## config.mk

```make
export PLATFORM = sky130hd
export DESIGN_NAME = l2_block_serializer
export DESIGN_NICKNAME = d
export VERILOG_FILES = /design/src/rtl/l2_block_serializer.sv
export SDC_FILE = /design/constraint.sdc
export NUM_CORES = 1
export LEC_CHECK = 0
export CAP_MARGIN = 20
export CORE_UTILIZATION = 50
export DETAILED_ROUTE_END_ITERATION = 16
export PLACE_DENSITY = 0.81
export REMOVE_ABC_BUFFERS = 1
export SLEW_MARGIN = 30
export SYNTH_ARGS = -nofsm -noshare
export SYNTH_HDL_FRONTEND = slang
export SYNTH_SLANG_ARGS = --single-unit
```

## constraint.sdc

```tcl
create_clock -name CLK -period 24.2 [get_ports CLK]
set_input_delay 4.84 -clock CLK [delete_from_list [all_inputs] [get_ports CLK]]
set_output_delay 4.84 -clock CLK [all_outputs]
set_load 0.1 [all_outputs]
```

## src/rtl/l2_block_serializer.sv

```systemverilog
// l2_block_serializer: splits one block-wide L2 read/write into
// BLOCK_SIZE_WORDS word accesses on a wait-state word bus.
// Ports:
//   CLK, RST            clock, async active-high reset
//   l2REN/l2WEN/l2addr  block request from the bus controller
//   l2store/l2load      write block in, assembled read block out
//   l2state             FREE/BUSY/ACCESS/ERROR handshake
//   mem_*               word bus (strobe accepted when mem_busy=0)
module l2_block_serializer #(
    parameter int BLOCK_SIZE_WORDS = 2,
    parameter int WORD_W           = 32,
    parameter int ADDR_W           = 32,
    parameter int TIMEOUT_CYCLES   = 64
) (
    input  logic                               CLK,
    input  logic                               RST,
    input  logic                               l2REN,
    input  logic                               l2WEN,
    input  logic [ADDR_W-1:0]                  l2addr,
    input  logic [BLOCK_SIZE_WORDS*WORD_W-1:0] l2store,
    output logic [BLOCK_SIZE_WORDS*WORD_W-1:0] l2load,
    output logic [1:0]                         l2state,
    output logic [ADDR_W-1:0]                  mem_addr,
    output logic [WORD_W-1:0]                  mem_wdata,
    input  logic [WORD_W-1:0]                  mem_rdata,
    output logic                               mem_ren,
    output logic                               mem_wen,
    output logic [3:0]                         mem_byte_en,
    input  logic                               mem_busy
);

    localparam int BLK_W  = BLOCK_SIZE_WORDS * WORD_W;
    localparam int IDX_W  = $clog2(BLOCK_SIZE_WORDS);
    localparam int WAIT_W = $clog2(TIMEOUT_CYCLES + 1);
    localparam int OFF_W  = $clog2(BLOCK_SIZE_WORDS * 4);

    localparam logic [IDX_W-1:0]  LAST_IDX = IDX_W'(BLOCK_SIZE_WORDS - 1);
    localparam logic [WAIT_W-1:0] WAIT_MAX = WAIT_W'(TIMEOUT_CYCLES);

    localparam logic [1:0] L2_FREE   = 2'd0;
    localparam logic [1:0] L2_BUSY   = 2'd1;
    localparam logic [1:0] L2_ACCESS = 2'd2;
    localparam logic [1:0] L2_ERROR  = 2'd3;

    typedef enum logic [1:0] {IDLE, XFER, DONE, ERR} state_e;

    state_e              state_q, state_d;
    logic [IDX_W-1:0]    idx_q, idx_d;
    logic [WAIT_W-1:0]   wait_q, wait_d;
    logic [ADDR_W-1:0]   base_q, base_d;
    logic [BLK_W-1:0]    store_q, store_d;
    logic                op_wr_q, op_wr_d;
    logic [BLK_W-1:0]    load_q, load_d;
    logic                ren_q, ren_d;
    logic                wen_q, wen_d;
    logic [3:0]          be_q, be_d;
    logic [ADDR_W-1:0]   addr_q, addr_d;
    logic [WORD_W-1:0]   wdata_q, wdata_d;
    logic [1:0]          l2state_q, l2state_d;
    logic                xfer_d;

    // Block-offset address bits are discarded by the alignment.
    logic addr_lsb_unused;
    assign addr_lsb_unused = ^l2addr[OFF_W-1:0];

    always_comb begin
        state_d = state_q;
        idx_d   = idx_q;
        wait_d  = wait_q;
        base_d  = base_q;
        store_d = store_q;
        op_wr_d = op_wr_q;
        load_d  = load_q;

        unique case (state_q)
            IDLE: begin
                idx_d  = '0;
                wait_d = '0;
                if (l2REN || l2WEN) begin
                    base_d  = {l2addr[ADDR_W-1:OFF_W], {OFF_W{1'b0}}};
                    store_d = l2store;
                    op_wr_d = l2WEN;
                    state_d = XFER;
                end
            end
            XFER: begin
                if (!mem_busy) begin
                    if (!op_wr_q) begin
                        load_d[idx_q*WORD_W +: WORD_W] = mem_rdata;
                    end
                    if (idx_q == LAST_IDX) begin
                        state_d = DONE;
                    end else begin
                        idx_d  = idx_q + IDX_W'(1);
                        wait_d = '0;
                    end
                end else begin
                    // Saturating count of consecutive busy cycles.
                    if (wait_q != WAIT_MAX) begin
                        wait_d = wait_q + WAIT_W'(1);
                    end
                    if (wait_d == WAIT_MAX) begin
                        state_d = ERR;
                    end
                end
            end
            DONE, ERR: begin
                if (!l2REN && !l2WEN) begin
                    state_d = IDLE;
                end
            end
            default: state_d = IDLE;
        endcase
    end

    // Outputs are registered from next-state values, so the bus
    // sees the strobe one cycle after the request is sampled.
    always_comb begin
        xfer_d  = (state_d == XFER);
        ren_d   = xfer_d && !op_wr_d;
        wen_d   = xfer_d && op_wr_d;
        be_d    = xfer_d ? 4'hF : 4'h0;
        addr_d  = xfer_d ? (base_d | (ADDR_W'(idx_d) << 2)) : '0;
        wdata_d = wen_d ? store_d[idx_d*WORD_W +: WORD_W] : '0;
        l2state_d = L2_FREE;
        unique case (state_d)
            IDLE:    l2state_d = L2_FREE;
            XFER:    l2state_d = L2_BUSY;
            DONE:    l2state_d = L2_ACCESS;
            ERR:     l2state_d = L2_ERROR;
            default: l2state_d = L2_FREE;
        endcase
    end

    always_ff @(posedge CLK or posedge RST) begin
        if (RST) begin
            state_q   <= IDLE;
            idx_q     <= '0;
            wait_q    <= '0;
            base_q    <= '0;
            store_q   <= '0;
            op_wr_q   <= 1'b0;
            load_q    <= '0;
            ren_q     <= 1'b0;
            wen_q     <= 1'b0;
            be_q      <= 4'h0;
            addr_q    <= '0;
            wdata_q   <= '0;
            l2state_q <= L2_FREE;
        end else begin
            state_q   <= state_d;
            idx_q     <= idx_d;
            wait_q    <= wait_d;
            base_q    <= base_d;
            store_q   <= store_d;
            op_wr_q   <= op_wr_d;
            load_q    <= load_d;
            ren_q     <= ren_d;
            wen_q     <= wen_d;
            be_q      <= be_d;
            addr_q    <= addr_d;
            wdata_q   <= wdata_d;
            l2state_q <= l2state_d;
        end
    end

    assign l2load      = load_q;
    assign l2state     = l2state_q;
    assign mem_addr    = addr_q;
    assign mem_wdata   = wdata_q;
    assign mem_ren     = ren_q;
    assign mem_wen     = wen_q;
    assign mem_byte_en = be_q;

endmodule
```

==> results, run 1 <==
- Measured against its own limit, the worst slew margin works out to 30.73%.
- With fillers left out, the area of the finished cells amounts to 13610 µm².
- Among all flip-flop cells after synthesis, the most frequent one is sky130_fd_sc_hd__dfrtp_1.
- Port buffering added about 270 buffers.
- By startpoint and endpoint, the worst setup path is classified as in -> reg.
- The worst-margin pin slew is 1.036 ns.
- The number of library cell types mapped by synthesis is 45.
- At the end of routability-driven placement, the weighted congestion stood at ~0.74.
- The signed area change from the synthesized netlist to the final layout is 35.38%.
- The capturing element type of the critical path is a flip-flop.
- The top cell type by area accounts for just under 60% of the synthesized area.
- The final layout contains routed wiring with a total length of 24.42 mm.
- The critical path's slowest cell is sky130_fd_sc_hd__nand2_4.
- Timing would allow up to 137.0 MHz.
- The clock period could shrink to 7.301 ns.
- The worst path arrival time is 7.70 ns.
- The run finished with clean final reports.
- The worst min-delay path category is reg -> reg.
- The count of boundary I/O pins is 269.
- The DRC violation count after routing is 0.
- The count of nets left with antenna violations after detail routing is 0.
- Traced cell by cell, the critical path runs through clkdlybuf4s50_1 > or2_1 > buf_4 > nand2_4 > buf_4 > mux2_2 > o211a_1.
- The via count of the first global-routing pass is 7041.
- The fraction of final layout cells sized beyond drive strength 1 is around 29%.
- Summing every instance area after synthesis gives 10050 µm².
- The fraction of synthesis flops using an asynchronous set or reset pin is 100.0%.
- The total cell area at the placement stage is 12780 µm².
- The summed negative setup slack over all endpoints is 0 ns.
- The number of hold buffers added after CTS was 0.
- Entering global routing, the biggest net connects 94 pins.
- The cell count after synthesis came out at 672.
- The region available for standard cell placement spans 19590 µm².
- The filler cells instantiated in the layout total 1399.
- In the layout the commonest cells are 261 x sky130_fd_sc_hd__clkdlybuf4s50_1, 239 x sky130_fd_sc_hd__dfrtp_1, 182 x sky130_fd_sc_hd__mux2_2.
- After layout, the worst path uses 30.17% of the clock period.
- The starting density of the core is 51.31%.
- Post-CTS repair changed the size of 0 cells.
- For the worst setup path, the data required time is 24.60 ns.
- Max-cap violations in this run came to 0.
- Of all nets on the critical path, the largest fanout is 53.
- After legalization and detailed placement, the total HPWL measured 15.24 mm.
- Setup repair after global routing left no endpoint under its margin.
- The number of hold violations in the final report is 0.
- The mean cell area of the mapped netlist is 14.96 µm².
- The flip-flop and latch count after synthesis is about 240.
- The number of antenna violations at the first check in global routing came to 0.
- The die is 143.8 µm wide.
- TritonCTS created 25 clock buffers.
- After clock tree synthesis, the clock-pin slew on the worst setup and hold paths is ~0.060 ns.
- In the final design database the tool counted 1052 nets.
- The max-slew violation total from the final report is 0.
- The flop-to-flop setup slack is roughly 22 ns.
- The chip height is between 100 and 150 µm.
- The final routed wire length divided by cell count is 20.33 µm.
- The dominant cell type by area after synthesis is sky130_fd_sc_hd__dfrtp_1.
- The via count normalized by instance count is 5.592.
- For this run, the number of Yosys warnings is 0.
- The number of iterations in the first detailed-routing pass is 7.
- By area the synthesized netlist is led by sky130_fd_sc_hd__dfrtp_1 59%, sky130_fd_sc_hd__mux2_2 20%, sky130_fd_sc_hd__a211oi_2 3.4%.
- The global-route usage over all layers is 23.65%.
- The clock tree skew after final layout is 0.02028 ns.
- The detailed router's first-iteration violation count is between 500 and 600.
- The floorplan step defined a die boundary enclosing 20680 µm².
- The number of buffers and inverters on the critical path is 3.
- The CTS tree is built.
- The sort of element at the start of the critical path is an input port.
- The number of antenna diodes is 0.
- The CTS root buffer is sky130_fd_sc_hd__clkbuf_16.
- The critical path's top delay family is buffers and inverters.
- The initialized floorplan defines 51 standard-cell rows.
- Counting along the longest clock path gives a buffer depth of 3.
- The final hold slack is 0.4813 ns.
- The share of the Yosys chip area taken by registers is 59.50%.
- Yosys mapped a number of flops with a built-in enable equal to 0.
- The first-pass GRT wire length is around 38 mm.
- Setup violations remaining at the end of the flow were counted as 0.
- The leftover overflow at the end of global routing is 0.
- In this run the number of H-tree levels came out at 1.
- Counting stages on the worst path, the most repeated cell is sky130_fd_sc_hd__buf_4.
- The core occupancy in the finished layout is 69.46%.
- The worst-skew pair later-pin latency is ~0.53 ns.
- The library cell used most frequently in the layout, excluding fill and tap cells, is sky130_fd_sc_hd__clkdlybuf4s50_1.
- Post-CTS timing repair inserted 0 buffers for setup.
- The delay of the slowest cell on the worst path is 0.61 ns.
- The count of clock tree sinks is around 240.
- Detailed routing inserted a total of around 6700 vias.
==> per-stage QoR <==
step                      instances  worst slack (ns)
after floorplan                 614             12.80
after global placement         1154             16.37
after detailed placement       1154             16.34
after CTS                      1200             16.87
after global routing           1201             16.76
final                          1201             16.90
==> cell usage after synthesis (2+ instances only) <==
cell and n:
sky130_fd_sc_hd__o211a_1 31, sky130_fd_sc_hd__and3_1 4, sky130_fd_sc_hd__buf_6 10, sky130_fd_sc_hd__clkbuf_1 16
sky130_fd_sc_hd__a211oi_2 27, sky130_fd_sc_hd__a211oi_1 6, sky130_fd_sc_hd__nor2b_1 3, sky130_fd_sc_hd__nand2_1 12
sky130_fd_sc_hd__nand3b_1 2, sky130_fd_sc_hd__inv_1 5, sky130_fd_sc_hd__buf_4 10, sky130_fd_sc_hd__nor3_1 2
sky130_fd_sc_hd__mux2_2 182, sky130_fd_sc_hd__a22o_1 3, sky130_fd_sc_hd__dfrtp_1 239, sky130_fd_sc_hd__buf_2 22
sky130_fd_sc_hd__nor2_1 6, sky130_fd_sc_hd__mux2_1 7, sky130_fd_sc_hd__ha_1 2, sky130_fd_sc_hd__a21oi_1 12
sky130_fd_sc_hd__nand3_1 5, sky130_fd_sc_hd__a222oi_1 32, sky130_fd_sc_hd__and2_1 4, sky130_fd_sc_hd__o21ai_0 9
==> cells by family (layout without fill, tap and decap cells) <==
family                     Yosys count  count (layout)  share of synthesized area, %
adders and majority gates            2               2                        0.2489
DFF                                239             239                         59.50
buffers and inverters               63             327                         3.747
AOI/OAI and AO/OA                  132             132                         12.56
muxes                              190             190                         21.27
xor gates and xnor gates             1               1                       0.08715
and+or+nand+nor                     45              45                         2.589
==> metal layers <==
metal	track usage, %	vias up	share of wire (%)
met5	0	-	0
met3	7.364	28	9.7
met1	28.66	3388	39
met4	7.895	0	2.0
li1	-	3034	-
met2	39.96	266	49
==> state kept, by name, indices dropped and copies added (netlist names), 2 cells and up <==
| name | flops |
|---|---|
| base_q | 32 |
| mem_wdata | 32 |
| wait_q | 7 |
| store_q | 64 |
| l2state | 2 |
| mem_addr | 32 |
| l2load | 64 |
==> worst paths after layout <==
kind / start / to / cells after the start
worst max-delay path: l2WEN / mem_addr[19] / 7
worst min-delay path: base_q[1] / base_q[1] / 1
worst max register to register: state_q[0] / mem_addr[19] / 5
worst min register to register: base_q[1] / base_q[1] / 1
max in group asynchronous: RST / store_q[51] / 4
min in group asynchronous: RST / l2load[48] / 2
==> area by class of cell <==
cell class	instances	area [µm²]	share of cell area (%)
clock buffers	39	748.2	5.498
clock inverters	7	46.29	0.3402
inverters	5	26.28	0.1931
multi-input cells	370	3732	27.43
flip-flops and latches	239	5981	43.95
well taps	265	331.6	2.437
repair buffers	276	2743	20.15
Power of run 1 is left out: the tool's default activity adds up to more than one toggle a clock period on the data nets, which glitch-free logic cannot reach.
==> run 2, diff against run 1 <==
CORE_UTILIZATION = 44   (was 50)
PLACE_DENSITY = 0.76   (was 0.81)
clock period = 6.2 ns   (was 24.2 ns; I/O delays follow)
==> results, run 2 (synthesis results as in run 1) <==
- Status: complete, no violations (unchanged).
- The worst-skew pair later-pin latency was 0.54 ns (was 0.53 ns).
- The half-perimeter wire length of the detailed placement result was 14.86 mm (was 15.24 mm).
- The filler cell count came to 1700 (was 1399).
- The number of antenna violations at the first check in global routing is 1 (was 0).
- The number of hold-repair buffers added at the cts stage was 0 (unchanged).
- The via count normalized by instance count is 5.559 (was 5.592).
- The number of buffers and inverters on the critical path is 1 (was 3).
- The number of post-CTS setup repair buffers was 0 (unchanged).
- The clock tree skew after final layout is 0.03427 ns (was 0.02028 ns).
- The total core area was 22090 µm² (was 19590 µm²).
- The count of nets after finishing is 1056 (was 1052).
- The number of buffers created by CTS is 26 (was 25).
- The detailed router's first-iteration violation count is 462 (was 544).
- The via count of the first global-routing pass is 6809 (was 7041).
- The worst-case clock buffer depth is 3 (unchanged).
- Series of cell instances along the critical path: clkdlybuf4s50_1 (was clkdlybuf4s50_1 > or2_1 > buf_4 > nand2_4 > buf_4 > mux2_2 > o211a_1).
- The startpoint of the most critical setup path is l2state[1] (was l2WEN).
- The critical path's slowest cell is sky130_fd_sc_hd__clkdlybuf4s50_1 (was sky130_fd_sc_hd__nand2_4).
- The count of nets left with antenna violations after detail routing is 0 (unchanged).
- The chip height is 153.2 µm (was 143.8 µm).
- The capturing element type of the critical path is an output port (was flip-flop).
- The total of cells resized after clock tree synthesis was 0 (unchanged).
- The wire length after detailed routing is 23.84 mm (was 24.42 mm).
- The normalized max-slew margin was 30.26% (was 30.73%).
- The area of all placed cells without fillers is 13790 µm² (was 13610 µm²).
- The CTS root buffer is sky130_fd_sc_hd__clkbuf_16 (unchanged).
- The leftover overflow at the end of global routing came to 0 (unchanged).
- The worst min-delay path category is reg -> reg (unchanged).
- The number of iterations in the first detailed-routing pass is 7 (unchanged).
- The row count is 54 (was 51).
- The summed negative setup slack over all endpoints was 0 ns (unchanged).
- The maximum number of pins on one net before global-route repair is 126 (was 94).
- The total die area is 23450 µm² (was 20680 µm²).
- The CTS tree is built (unchanged).
- The total cell area at the placement stage is 12850 µm² (was 12780 µm²).
- The detailed-route via count is 6787 (was 6716).
- The most common cell after layout, fill and taps aside is sky130_fd_sc_hd__clkdlybuf4s50_1 (unchanged).
- The first-pass GRT wire length is 37.63 mm (was 37.84 mm).
- The depth of the critical timing path with buffers and inverters included is 1 (was 7).
- The count of boundary I/O pins is 269 (unchanged).
- The critical path class is reg -> out (was in -> reg).
- The chip width came to 153.2 µm (was 143.8 µm).
- The fraction of final layout cells sized beyond drive strength 1 was 30.11% (was 29.49%).
- RSZ-0062 raised after global routing: no (unchanged).
- The source of the worst hold timing path is base_q[1] (unchanged).
- The worst reg2reg path startpoint is state_q[0] (unchanged).
- The max-slew violation total from the final report was 0 (unchanged).
- The clock transition at the registers of the reported paths is 0.06 ns (about the same).
- The maximum clock rate is 284.4 MHz.
- The biggest fanout along the worst timing path came to 8 (was 53).
- The worst path arrival time is 2.28 ns (was 7.70 ns).
- The sort of element at the start of the critical path is a flip-flop (was input port).
- The critical path's top delay family is buffers and inverters (unchanged).
- The flop-to-flop setup slack is 3.67 ns (was 21.61 ns).
- The last weighted congestion value of the routability-driven placer is 0.7617 (was 0.7376).
- For the finished layout, the period the worst path requires is 3.517 ns.
- The end of the worst register-to-register path was store_q[39] (was mem_addr[19]).
- The required time at the worst-slack endpoint is 4.96 ns (was 24.60 ns).
- The count of clock tree sinks is 239 (unchanged).
- The number of setup violations in the final report is 0 (unchanged).
- The starting density of the core is 45.50% (was 51.31%).
- The number of placed cells counting well taps came to 1172 (was 1154).
- The number of hold violations in the final report is 0 (unchanged).
- The number of H-tree branching levels is 1 (unchanged).
- The worst-margin pin slew is 1.043 ns (was 1.036 ns).
- The final routed wire length divided by cell count came to 19.52 µm (was 20.33 µm).
- The depth of the worst register-to-register path is 5 (unchanged).
- The worst path uses 56.72% of the clock period.
- The core occupancy in the finished layout is 62.41% (was 69.46%).
- The global-route usage over all layers is 20.14% (was 23.65%).
- The signed area change from the synthesized netlist to the final layout came to 37.18% (was 35.38%).
- Most frequent cells in the layout: 261 x sky130_fd_sc_hd__clkdlybuf4s50_1, 239 x sky130_fd_sc_hd__dfrtp_1, 182 x sky130_fd_sc_hd__mux2_2 (unchanged).
- The delay of the slowest cell on the worst path is 1.23 ns (was 0.61 ns).
- The DRC violation count after routing is 0 (unchanged).
- The final non-filler cell total was 1221 (was 1201).
- The number of buffer cells added on primary ports is 265 (unchanged).
- The number of max-cap violations is 0 (unchanged).
- The termination of the worst setup path was l2state[1] (was mem_addr[19]).
## run 2: per-stage QoR
stage | hold slack, ns | worst slack [ns]
3_3_place_gp | 0.4658 | 2.082
3_5_place_dp | 0.4692 | 2.398
4_1_cts | 0.4827 | 2.682
5_1_grt | 0.4996 | 2.634
2_1_floorplan | 0.4499 | -1.600
6_report | 0.4834 | 2.683
## run 2: layer usage
layer | part of all wire [%] | wire, µm | up-vias | GRT usage, %
met1 | 41 | 9869 | 3452 | 26.59
met3 | 7.9 | 1894 | 39 | 5.189
met5 | 0 | 0 | - | 0
met4 | 2.3 | 541 | 0 | 6.349
met2 | 48 | 11540 | 258 | 32.51
li1 | - | - | 3038 | -
## run 2: worst min path at each step
stage,to,cells after the start,slack (ns)
after CTS,base_q[0],1,0.48
after floorplan,base_q[0],1,0.45
after global routing,base_q[2],1,0.50
final,base_q[1],1,0.48
after global placement,base_q[0],1,0.47
after detailed placement,base_q[0],1,0.47
## run 2: area by class of cell
type / count / area [µm²] / area share, %
multi-input cells: 370 / 3732 / 27.07
diodes: 1 / 2.502 / 0.01815
repair buffers: 279 / 2778 / 20.14
flip-flops and latches: 239 / 5981 / 43.37
clock inverters: 8 / 130.1 / 0.9437
clock buffers: 39 / 789.5 / 5.725
inverters: 5 / 26.28 / 0.1905
well taps: 280 / 350.3 / 2.541
Power of run 2 is left out for the same reason.
==> run 3, diff against run 2 <==
clock period = 2.8 ns   (was 6.2 ns; I/O delays follow)
==> results, run 3 (synthesis results as in run 1) <==
- Status: complete, no violations (unchanged).
- The row count is 54 (unchanged).
- The clock tree skew after final layout was 0.009840 ns (was 0.03427 ns).
- The number of max-cap violations is 0 (unchanged).
- The critical path's slowest cell is sky130_fd_sc_hd__o31a_2 (was sky130_fd_sc_hd__clkdlybuf4s50_1).
- The area taken by flip-flops and latches is 5981 µm² (unchanged).
- The total die area was 23450 µm² (unchanged).
- The maximum number of pins on one net before global-route repair is 66 (was 126).
- RSZ-0062 raised after global routing: no (unchanged).
- The most common cell after layout, fill and taps aside is sky130_fd_sc_hd__dfrtp_1 (was sky130_fd_sc_hd__clkdlybuf4s50_1).
- The number of hold-repair buffers added at the cts stage is 0 (unchanged).
- The global-route usage over all layers is 20.00% (was 20.14%).
- The maximum clock rate is 447.2 MHz.
- The normalized max-slew margin is 66.95% (was 30.26%).
- The critical path class is reg -> reg (was reg -> out).
- The filler cell count is 1727 (was 1700).
- The worst-margin pin slew was 0.4957 ns (was 1.043 ns).
- The CTS root buffer is sky130_fd_sc_hd__clkbuf_16 (unchanged).
- The sort of element at the start of the critical path was a flip-flop (unchanged).
- The via count of the first global-routing pass came to 6954 (was 6809).
- The detailed-route via count is 6708 (was 6787).
- The CTS tree is built (unchanged).
- The starting density of the core is 45.50% (unchanged).
- The number of buffer cells added on primary ports is 265 (unchanged).
- The final routed wire length divided by cell count came to 18.99 µm (was 19.52 µm).
- The count of clock tree sinks is 239 (unchanged).
- The final non-filler cell total was 1231 (was 1221).
- The chip height is 153.2 µm (unchanged).
- The worst-skew pair later-pin latency is 0.51 ns (was 0.54 ns).
- The signed area change from the synthesized netlist to the final layout was 34.84% (was 37.18%).
- The number of antenna violations at the first check in global routing is 0 (was 1).
- The final hold slack came to 0.4852 ns (was 0.4834 ns).
- The clock transition at the registers of the reported paths was 0.06 ns (about the same).
- The number of antenna diodes is 0 (was 1).
- The final period demand of the worst path is 2.236 ns.
- The count of nets left with antenna violations after detail routing is 0 (unchanged).
- The total core area is 22090 µm² (unchanged).
- The number of hold violations in the final report is 0 (unchanged).
- The number of iterations in the first detailed-routing pass is 5 (was 7).
- The chip width is 153.2 µm (unchanged).
- The half-perimeter wire length of the detailed placement result came to 15.17 mm (was 14.86 mm).
- The biggest fanout along the worst timing path is 20 (was 8).
- The number of buffers created by CTS is 25 (was 26).
- The multi-input logic area was 3714 µm² (was 3732 µm²).
- Most frequent cells in the layout: 239 x sky130_fd_sc_hd__dfrtp_1, 182 x sky130_fd_sc_hd__mux2_2, 151 x sky130_fd_sc_hd__buf_4 (was 261 x sky130_fd_sc_hd__clkdlybuf4s50_1, 239 x sky130_fd_sc_hd__dfrtp_1, 182 x sky130_fd_sc_hd__mux2_2).
- The core occupancy in the finished layout is 61.35% (was 62.41%).
- The required time at the worst-slack endpoint is 3.19 ns (was 4.96 ns).
- The number of placed cells counting well taps is 1185 (was 1172).
- The worst-case clock buffer depth is 3 (unchanged).
- The number of setup violations in the final report was 0 (unchanged).
- The first-pass GRT wire length came to 37.68 mm (was 37.63 mm).
- The fraction of final layout cells sized beyond drive strength 1 is 44.69% (was 30.11%).
- The worst path uses between 70% and 80% of the clock period.
- The worst path arrival time was 2.63 ns (was 2.28 ns).
- Series of cell instances along the critical path: inv_1 > ha_1 > nor4b_4 > and2_2 > o31a_2 > buf_4 > o211a_1 (was clkdlybuf4s50_1).
- The wire length after detailed routing is 23.37 mm (was 23.84 mm).
- The max-slew violation total from the final report was 0 (unchanged).
- The worst min-delay path category is in -> async (was reg -> reg).
- The detailed router's first-iteration violation count is 428 (was 462).
- The number of post-CTS setup repair buffers is 0 (unchanged).
- The via count normalized by instance count is 5.449 (was 5.559).
- The last weighted congestion value of the routability-driven placer is 0.7672 (was 0.7617).
- The delay of the slowest cell on the worst path is 0.52 ns (was 1.23 ns).
- The count of nets after finishing was 1067 (was 1056).
- The count of boundary I/O pins is 269 (unchanged).
- The total of cells resized after clock tree synthesis is 0 (unchanged).
- The leftover overflow at the end of global routing is 0 (unchanged).
- The number of H-tree branching levels is 1 (unchanged).
- The capturing element type of the critical path is a flip-flop (was output port).
- The DRC violation count after routing was 0 (unchanged).
## run 3: cell type report
type,instances,area share [%]
Timing Repair Buffer,291,19.51
Clock buffer,33,5.059
Inverter,5,0.1939
Multi-Input combinational cell,370,27.40
Clock inverter,13,1.126
Sequential cell,239,44.12
Tap cell,280,2.585
## run 3: worst max-delay path: cells and delay by family, from the launching register on
kind | cells | cell delay [ns]
compound gates | 2 | 0.75
flops | 1 | 0.44
simple gates | 2 | 0.38
buf+inv | 2 | 0.35
fa+ha+maj | 1 | 0.20
## run 3: worst paths after layout
kind | startpoint | endpoint | slack, ns | cells past startpoint
max | wait_q[0] | mem_addr[15] | 0.56 | 7
min reg2reg | base_q[2] | base_q[2] | 0.49 | 1
max reg2reg | wait_q[0] | mem_addr[15] | 0.56 | 7
max in group asynchronous | RST | mem_wdata[31] | 1.66 | 3
min in group CLK | base_q[2] | base_q[2] | 0.49 | 1
min | RST | l2load[40] | 0.49 | 2
## run 3: stage by stage
stage                     cell area (µm²)  TNS [ns]  setup WS, ns
after CTS                           13550         0        0.5326
after global placement              12720         0        0.3115
final                               13550         0        0.5638
after global routing                13550         0        0.4434
after detailed placement            12720         0        0.3158
after floorplan                      9694  -1218.45        -4.320
## run 3: per-layer routing
layer | routed length, µm | track usage (%) | up-vias | share of wire (%)
met5 | 0 | 0 | - | 0
met4 | 482 | 5.580 | 0 | 2.1
met3 | 1528 | 4.281 | 30 | 6.5
met2 | 11410 | 32.62 | 234 | 49
met1 | 9954 | 26.98 | 3391 | 43
li1 | - | - | 3053 | -
Power of run 3 is left out for the same reason.
